[config.mk]
export PLATFORM = sky130hd
export DESIGN_NAME = add_stim_driver
export DESIGN_NICKNAME = d
export VERILOG_FILES = /design/src/rtl/add_drv_pkg.sv /design/src/rtl/add_drv_lfsr.sv /design/src/rtl/add_stim_driver.sv
export SDC_FILE = /design/constraint.sdc
export NUM_CORES = 1
export LEC_CHECK = 0
export CAP_MARGIN = 40
export CORE_MARGIN = 5
export CORE_UTILIZATION = 55
export DETAILED_ROUTE_END_ITERATION = 8
export PLACE_DENSITY = 0.82
export SLEW_MARGIN = 20
export SYNTH_ARGS = -nofsm -noshare
export SYNTH_HDL_FRONTEND = slang
export SYNTH_SLANG_ARGS = --single-unit
[constraint.sdc]
create_clock -name clk -period 4.6 [get_ports clk]
set_input_delay 0.92 -clock clk [delete_from_list [all_inputs] [get_ports clk]]
set_output_delay 0.92 -clock clk [all_outputs]
set_load 0.02 [all_outputs]
[src/rtl/add_drv_pkg.sv]
// Shared types and constants for the adder stimulus driver.
// The LFSR step lives here so the sequence has a single definition.
package add_drv_pkg;

  typedef enum logic [1:0] {
    IDLE,
    DRIVE,
    WAIT,
    DONE
  } state_e;

  localparam logic [15:0] LFSR_TAPS = 16'hB400;
  localparam logic [15:0] FAIL_NONE = 16'hFFFF;

  function automatic logic [15:0] lfsr_next(
    input logic [15:0] v
  );
    return {1'b0, v[15:1]} ^
      (v[0] ? LFSR_TAPS : 16'h0000);
  endfunction

endpackage

[src/rtl/add_drv_lfsr.sv]
// 16-bit right-shifting Galois LFSR.
// Load has priority over step.
module add_drv_lfsr
  import add_drv_pkg::*;
(
  input  logic        clk,
  input  logic        rst_n,
  input  logic        load,
  input  logic [15:0] seed,
  input  logic        step,
  output logic [15:0] value
);

  logic [15:0] value_q;
  logic [15:0] value_d;

  always_comb begin
    value_d = value_q;
    if (load) begin
      value_d = seed;
    end else if (step) begin
      value_d = lfsr_next(value_q);
    end
  end

  always_ff @(posedge clk or negedge rst_n) begin
    if (!rst_n) begin
      value_q <= 16'h0000;
    end else begin
      value_q <= value_d;
    end
  end

  assign value = value_q;

endmodule

[src/rtl/add_stim_driver.sv]
// Drives LFSR operand pairs into an adder and checks C
// against A+B after LATENCY+1 edges.
module add_stim_driver
  import add_drv_pkg::*;
#(
  parameter int          WIDTH    = 16,
  parameter int          LATENCY  = 0,
  parameter int          NUM_VECS = 256,
  parameter logic [15:0] SEED     = 16'hACE1
) (
  input  logic             clk,
  input  logic             rst_n,
  input  logic             start,
  output logic [WIDTH-1:0] A,
  output logic [WIDTH-1:0] B,
  input  logic [WIDTH-1:0] C,
  output logic             busy,
  output logic             done,
  output logic             pass,
  output logic [15:0]      err_count,
  output logic [15:0]      first_fail,
  output logic [15:0]      vec_idx
);

  localparam logic [15:0] LAST = 16'(NUM_VECS - 1);
  localparam logic [15:0] LAT  = 16'(LATENCY);

  state_e           state_q, state_d;
  logic [WIDTH-1:0] a_q, a_d;
  logic [WIDTH-1:0] b_q, b_d;
  logic [WIDTH-1:0] sum;
  logic [15:0]      vec_q, vec_d;
  logic [15:0]      err_q, err_d;
  logic [15:0]      ff_q, ff_d;
  logic [15:0]      cnt_q, cnt_d;
  logic [15:0]      lfsr_val;
  logic [15:0]      lfsr_nxt;
  logic             load;
  logic             step;
  logic             cmp;

  add_drv_lfsr u_lfsr (
    .clk   (clk),
    .rst_n (rst_n),
    .load  (load),
    .seed  (SEED),
    .step  (step),
    .value (lfsr_val)
  );

  // WIDTH-bit add: the carry falls off
  assign sum      = a_q + b_q;
  assign lfsr_nxt = lfsr_next(lfsr_val);

  always_comb begin
    state_d = state_q;
    a_d     = a_q;
    b_d     = b_q;
    vec_d   = vec_q;
    err_d   = err_q;
    ff_d    = ff_q;
    cnt_d   = cnt_q;
    load    = 1'b0;
    step    = 1'b0;
    cmp     = 1'b0;
    unique case (state_q)
      IDLE, DONE: begin
        if (start) begin
          state_d = DRIVE;
          a_d     = WIDTH'(SEED);
          b_d     = '0;
          vec_d   = 16'h0000;
          err_d   = 16'h0000;
          ff_d    = FAIL_NONE;
          load    = 1'b1;
        end
      end
      DRIVE: begin
        if (LATENCY == 0) begin
          cmp = 1'b1;
        end else begin
          state_d = WAIT;
          cnt_d   = LAT;
        end
      end
      WAIT: begin
        cnt_d = cnt_q - 16'd1;
        cmp   = (cnt_q == 16'd1);
      end
      default: state_d = IDLE;
    endcase
    if (cmp) begin
      if (C != sum) begin
        if (err_q != 16'hFFFF) err_d = err_q + 16'd1;
        if (ff_q == FAIL_NONE) ff_d = vec_q;
      end
      if (vec_q == LAST) begin
        state_d = DONE;
      end else begin
        state_d = DRIVE;
        step    = 1'b1;
        a_d     = WIDTH'(lfsr_nxt);
        b_d     = WIDTH'(vec_q + 16'd1);
        vec_d   = vec_q + 16'd1;
      end
    end
  end

  always_ff @(posedge clk or negedge rst_n) begin
    if (!rst_n) begin
      state_q <= IDLE;
      a_q     <= '0;
      b_q     <= '0;
      vec_q   <= 16'h0000;
      err_q   <= 16'h0000;
      ff_q    <= FAIL_NONE;
      cnt_q   <= 16'h0000;
    end else begin
      state_q <= state_d;
      a_q     <= a_d;
      b_q     <= b_d;
      vec_q   <= vec_d;
      err_q   <= err_d;
      ff_q    <= ff_d;
      cnt_q   <= cnt_d;
    end
  end

  assign A          = a_q;
  assign B          = b_q;
  assign busy       = (state_q == DRIVE) || (state_q == WAIT);
  assign done       = (state_q == DONE);
  assign pass       = done && (err_q == 16'h0000);
  assign err_count  = err_q;
  assign first_fail = ff_q;
  assign vec_idx    = vec_q;

endmodule
### Word-level counts from Yosys, hierarchy flattened

Cells that the tools add are included.

* RAM bits: 0
* bits of input ports: 19
* memories: 0
* register bits after elaboration: 114
* ROM bits: 0
* bits in latches: 0
* output and inout port bits: 83
* word-level logic and storage cells: 64

* reductions and logical operators: 9
* bitwise gates (word level): 1
* mux-type cells: 34
* divide/modulo/power cells: 0
* equality and inequality tests: 8
* multipliers: 0
* $add $sub $neg: 4
* $lt $le $gt $ge: 0
* shift-type cells: 0

Operators with widths (count)
* $mux 16: 25
* $add 16x1->16 const B: 2
* $add 16x16->16: 1
* $eq 16x1->1 const B: 1
* $eq 16x16->1 const B: 1
* $eq 16x8->1 const B: 1
* $logic_not 16->1: 1
* $ne 16x16->1: 1
* $ne 16x16->1 const B: 1
* $sub 16x1->16 const B: 1
* $xor 15x16->16: 1
* $mux 2: 4
* $reduce_bool 2->1: 3
* $eq 2x2->1 const B: 2
* $mux 1: 4
* $eq 2x1->1 const B: 1
* $logic_not 2->1: 1
* $pmux 1 s2: 1
* $reduce_and 2->1: 1
* $reduce_or 2->1: 1
* $logic_and 1x1->1: 1
* $logic_or 1x1->1: 1

### Depth between registers and ports, before layout

* word-level depth: 6
* depth in mapped cells: 13
* depth with buffers taken out: 11

### Modules after synthesis

Synthesis repeated with hierarchy kept, for this count alone.

* cell total of the unflattened synthesis: 675
* area, all modules: 6528.8 µm²

By module, submodules not included
* add_stim_driver: area each 5734.2 µm², instances 1, sequential area each 2472.4 µm², cells each 601
* add_drv_lfsr: area each 794.5 µm², instances 1, sequential area each 400.4 µm², cells each 74

### Worst setup path after synthesis

No wires, ideal clock.

* path type: register to register
* from: register a_q[0], in the netlist A[0]
* to: register err_q[0], in the netlist err_count[0]
* data required time: 4475 ps
* clock period less this slack: 2990 ps
* library setup time: 125 ps
* buffers on the path: 1
* cell stages (with the launch flop): 13
* path slack: 1610 ps
* arrival: 2865 ps
* cell sequence: dfrtp_1 > ha_1 > fa_1 > a21o_1 > and4_4 > o22a_1 > o211a_1 > nand4_1 > and2b_2 > a21oi_4 > buf_6 > nor2_1 > mux2_2

* word-level cells in the longest chain between the ends: 4

Ends and longest elaborated chain
* start: declaration: RTL line add_stim_driver.sv:29 `logic [WIDTH-1:0] a_q, a_d;`
* start signal: assignment: RTL line add_stim_driver.sv:112 `a_q <= '0;`
* start signal: assignment: RTL line add_stim_driver.sv:120 `a_q <= a_d;`
* $add 16x16->16: RTL line add_stim_driver.sv:52 `assign sum = a_q + b_q;`
* $ne 16x16->1: RTL line add_stim_driver.sv:93 `if (C != sum) begin`
* $mux 16: RTL line add_stim_driver.sv:93
* $mux 16: RTL line add_stim_driver.sv:92 `if (cmp) begin`
* named net err_d[0]: RTL line add_stim_driver.sv:33 `logic [15:0] err_q, err_d;`
* end signal: assignment: RTL line add_stim_driver.sv:123 `err_q <= err_d;`
* end: declaration: RTL line add_stim_driver.sv:33

The timed path passes the listed nets, and every way through them passes these cells.
A chain may end at the register's enable or synchronous reset.

### Worst setup path after layout

* from: register b_q[0], in the netlist B[0]
* to: register err_q[7], in the netlist err_count[7]

* word-level cells in the longest chain between the ends: 4

Ends and longest elaborated chain
* start: declaration: RTL line add_stim_driver.sv:30 `logic [WIDTH-1:0] b_q, b_d;`
* start signal: assignment: RTL line add_stim_driver.sv:113 `b_q <= '0;`
* start signal: assignment: RTL line add_stim_driver.sv:121 `b_q <= b_d;`
* $add 16x16->16: RTL line add_stim_driver.sv:52
* $ne 16x16->1: RTL line add_stim_driver.sv:93
* $mux 16: RTL line add_stim_driver.sv:93
* $mux 16: RTL line add_stim_driver.sv:92
* named net err_d[7]: RTL line add_stim_driver.sv:33

The timed path passes the listed nets, and every way through them passes these cells.

==> qor.txt <==
status = completed
crit path max fanout = 23
Worst-Skew Late Latency = 0.41 ns
slowest CP cell = a21oi_4
PwrDens = 310 nW/um^2
die span in y = 117 um
leak pwr = 3.34 nW
final setup margin = 1.08 ns
TritonCTS clock tree = yes
clk slew on worst S/H paths = 0.05 ns
initial antenna violation count = 0
Max transition margin = 0.502
pin count of the biggest net entering global routing = 62
met1 Use GR = 0.361
post-cts hold buffer count = 0
Ant. Diodes = 0
Post-synth EDFFs = 0
port bufs = 101
first-pass GRT wire length = 27500 um
Synth async-reset ratio = 1.00
# Post-CTS Setup Buffers = 0
routed length per instance = 19.3 um
post-route cell area = 7910 um^2
global-route met2 utilization = 0.415
HP Class = in2async
mapped cell area = 6240 um^2
fmax = 0.284 GHz
layout cells sized above 1 = 0.103
leading cell type in the layout, fill and taps excluded = clkdlybuf4s50_1
clock net sink count = 114
GR Util met3 = 0.0560
CTS root buffer = clkbuf_16
row count = 39
crit path DAT = 3.86 ns
YS warnings = 0
number of hold violations in the final report = 0
CP Depth = 11
cts bufs inserted = 17
CTS H-tree depth = 4
final core utilization = 0.702
Req. time, crit path = 4.94 ns
Setup WS pre-CTS = 0.969 ns
crit-path most repeated cell = a21oi_1
Net Count, Synth = 673
post-synthesis sequential area ratio = 0.460
Worst-Margin Slew = 0.745 ns
Area Overhead vs Synth = 26.8%
Slew Limit Fails = 0
multi-input logic area = 3170 um^2
worst r2r path cells = 11
commonest non-fill, non-tap cells in the layout = clkdlybuf4s50_1 (100), dfrtp_1 (98), nand2_1 (75), nor2_1 (38), o21ai_0 (36)
gr busiest metal = met2
Max-cap violations = 0
Critical Path Start Type = flip-flop
Max Buffers Root-to-Sink = 2
mean post-synth cell area = 9.91 um^2
I/O Pins = 102
WL final = 17000 um
Post-Syn Instances = 630
Final Skew = 0.0110 ns
setup TNS = 0 ns
Sequential Area = 2870 um^2
number of global-route vias before repair = 5223
Filler cells = 817
largest stage delay on the critical path = 0.52 ns
remaining antenna violation count = 0
Gates resized, CTS repair = 0
WS Path Type = reg2reg
Worst setup EP type = flip-flop
DRC errors left = 0
routability cong. = 0.952
min Tclk post-route = 3.52 ns
routed via count = 5352
Synth Flop Type = dfrtp_1
core region area = 11300 um^2
crit-path cells = ha_1, fa_1, a21o_1, and4_4, o21ai_2, a21oi_1, nor3_1, nor3_4, a21oi_4, mux2_2, a21oi_1
RSZ-0062 raised after global routing = no
drt first pass iters = 5
GRT overflow = 0
DR vias/cell = 6.06
GRT Util Overall = 0.263
Distinct cells, synth = 69
initial core utilization = 0.554
Final Net Count = 771
dpl cell area = 7330 um^2
crit path buf inv count = 0
final setup fails = 0
Synth Register Bits = 114
crit share post-route = 0.766
die area = 13600 um^2
Hold WS = 0.299 ns
hpwl dp = 12000 um
die width = 117 um
VDD IR max = 0.204 mV
DRT iter0 DRCs = 461
delay-heaviest family, CP = compound AO/OA/AOI/OAI gates
==> routing by layer <==
metal	part of all wire	wire length (um)
met3	0.075	1280
met1	0.43	7390
met4	0.023	388
met5	0	0
met2	0.47	7980
==> worst paths after layout <==
path | from | to | slack (ns)
worst max-delay path | B[0] | err_count[7] | 1.08
worst min-delay path | rst_n | vec_idx[11] | 0.30
worst max register to register | B[0] | err_count[7] | 1.08
worst min register to register | cnt_q[11] | cnt_q[11] | 0.47
max in group asynchronous | rst_n | B[14] | 3.39
min in group clk | cnt_q[11] | cnt_q[11] | 0.47
==> power by group <==
group | total [mW] | switching, mW | internal (mW)
registers | 1.06 | 0.0322 | 1.02
logic | 0.158 | 0.0786 | 0.0790
clock network | 1.24 | 0.432 | 0.809
==> flip-flops by register name, summed over array words and instances, names as in the netlist <==
name / flops
A: 16
B: 16
cnt_q: 16
err_count: 16
first_fail: 16
state_q: 2
u_lfsr.value: 16
vec_idx: 16
==> cell families after synthesis <==
group	Yosys count	synth area share
XOR/XNOR	50	0.0746
adder cells (fa/ha/maj)	24	0.0493
AO/OA/AOI/OAI	163	0.180
multiplexers	12	0.0200
flip-flops	114	0.460
AND/OR/NAND/NOR	226	0.184
buffers and inverters	41	0.0323
==> Yosys cell counts, drive strengths merged, types with 2 or more instances <==
master,number,area [um^2]
a211o,5,43.8
a211oi,2,15.0
a21o,6,45.0
a21oi,33,203
a221oi,2,17.5
a22o,6,52.6
and2,6,37.5
and3,21,131
and4,4,37.5
buf,15,103
clkbuf,14,53.8
dfrtp,98,2450
dfstp,16,420
ha,23,288
inv,12,45.0
mux2,4,45.0
mux2i,8,80.1
nand2,77,294
nand2b,2,12.5
nand3,31,155
nand4,8,50.1
nor2,40,160
nor2b,6,37.5
nor3,11,66.3
nor4,8,68.8
nor4b,4,35.0
o211ai,4,35.0
o21a,3,22.5
o21ai,57,293
o21bai,3,22.5
o22a,29,254
o31ai,3,27.5
or3,4,25.0
or4,2,18.8
xnor2,29,254
xnor3,2,45.0
xor2,19,166
==> layout make-up <==
class / count / area share
Clock buffer: 27 / 0.0648
Clock inverter: 4 / 0.00601
Inverter: 12 / 0.00569
Multi-Input combinational cell: 475 / 0.400
Sequential cell: 114 / 0.363
Tap cell: 143 / 0.0226
Timing Repair Buffer: 108 / 0.138
==> metrics by stage <==
stage,cells,total power [mW]
after floorplan,630,1.13
after global placement,850,1.22
after detailed placement,851,1.23
after CTS,882,2.46
after global routing,883,2.54
final,883,2.45
(Power assumes the default switching activity.)
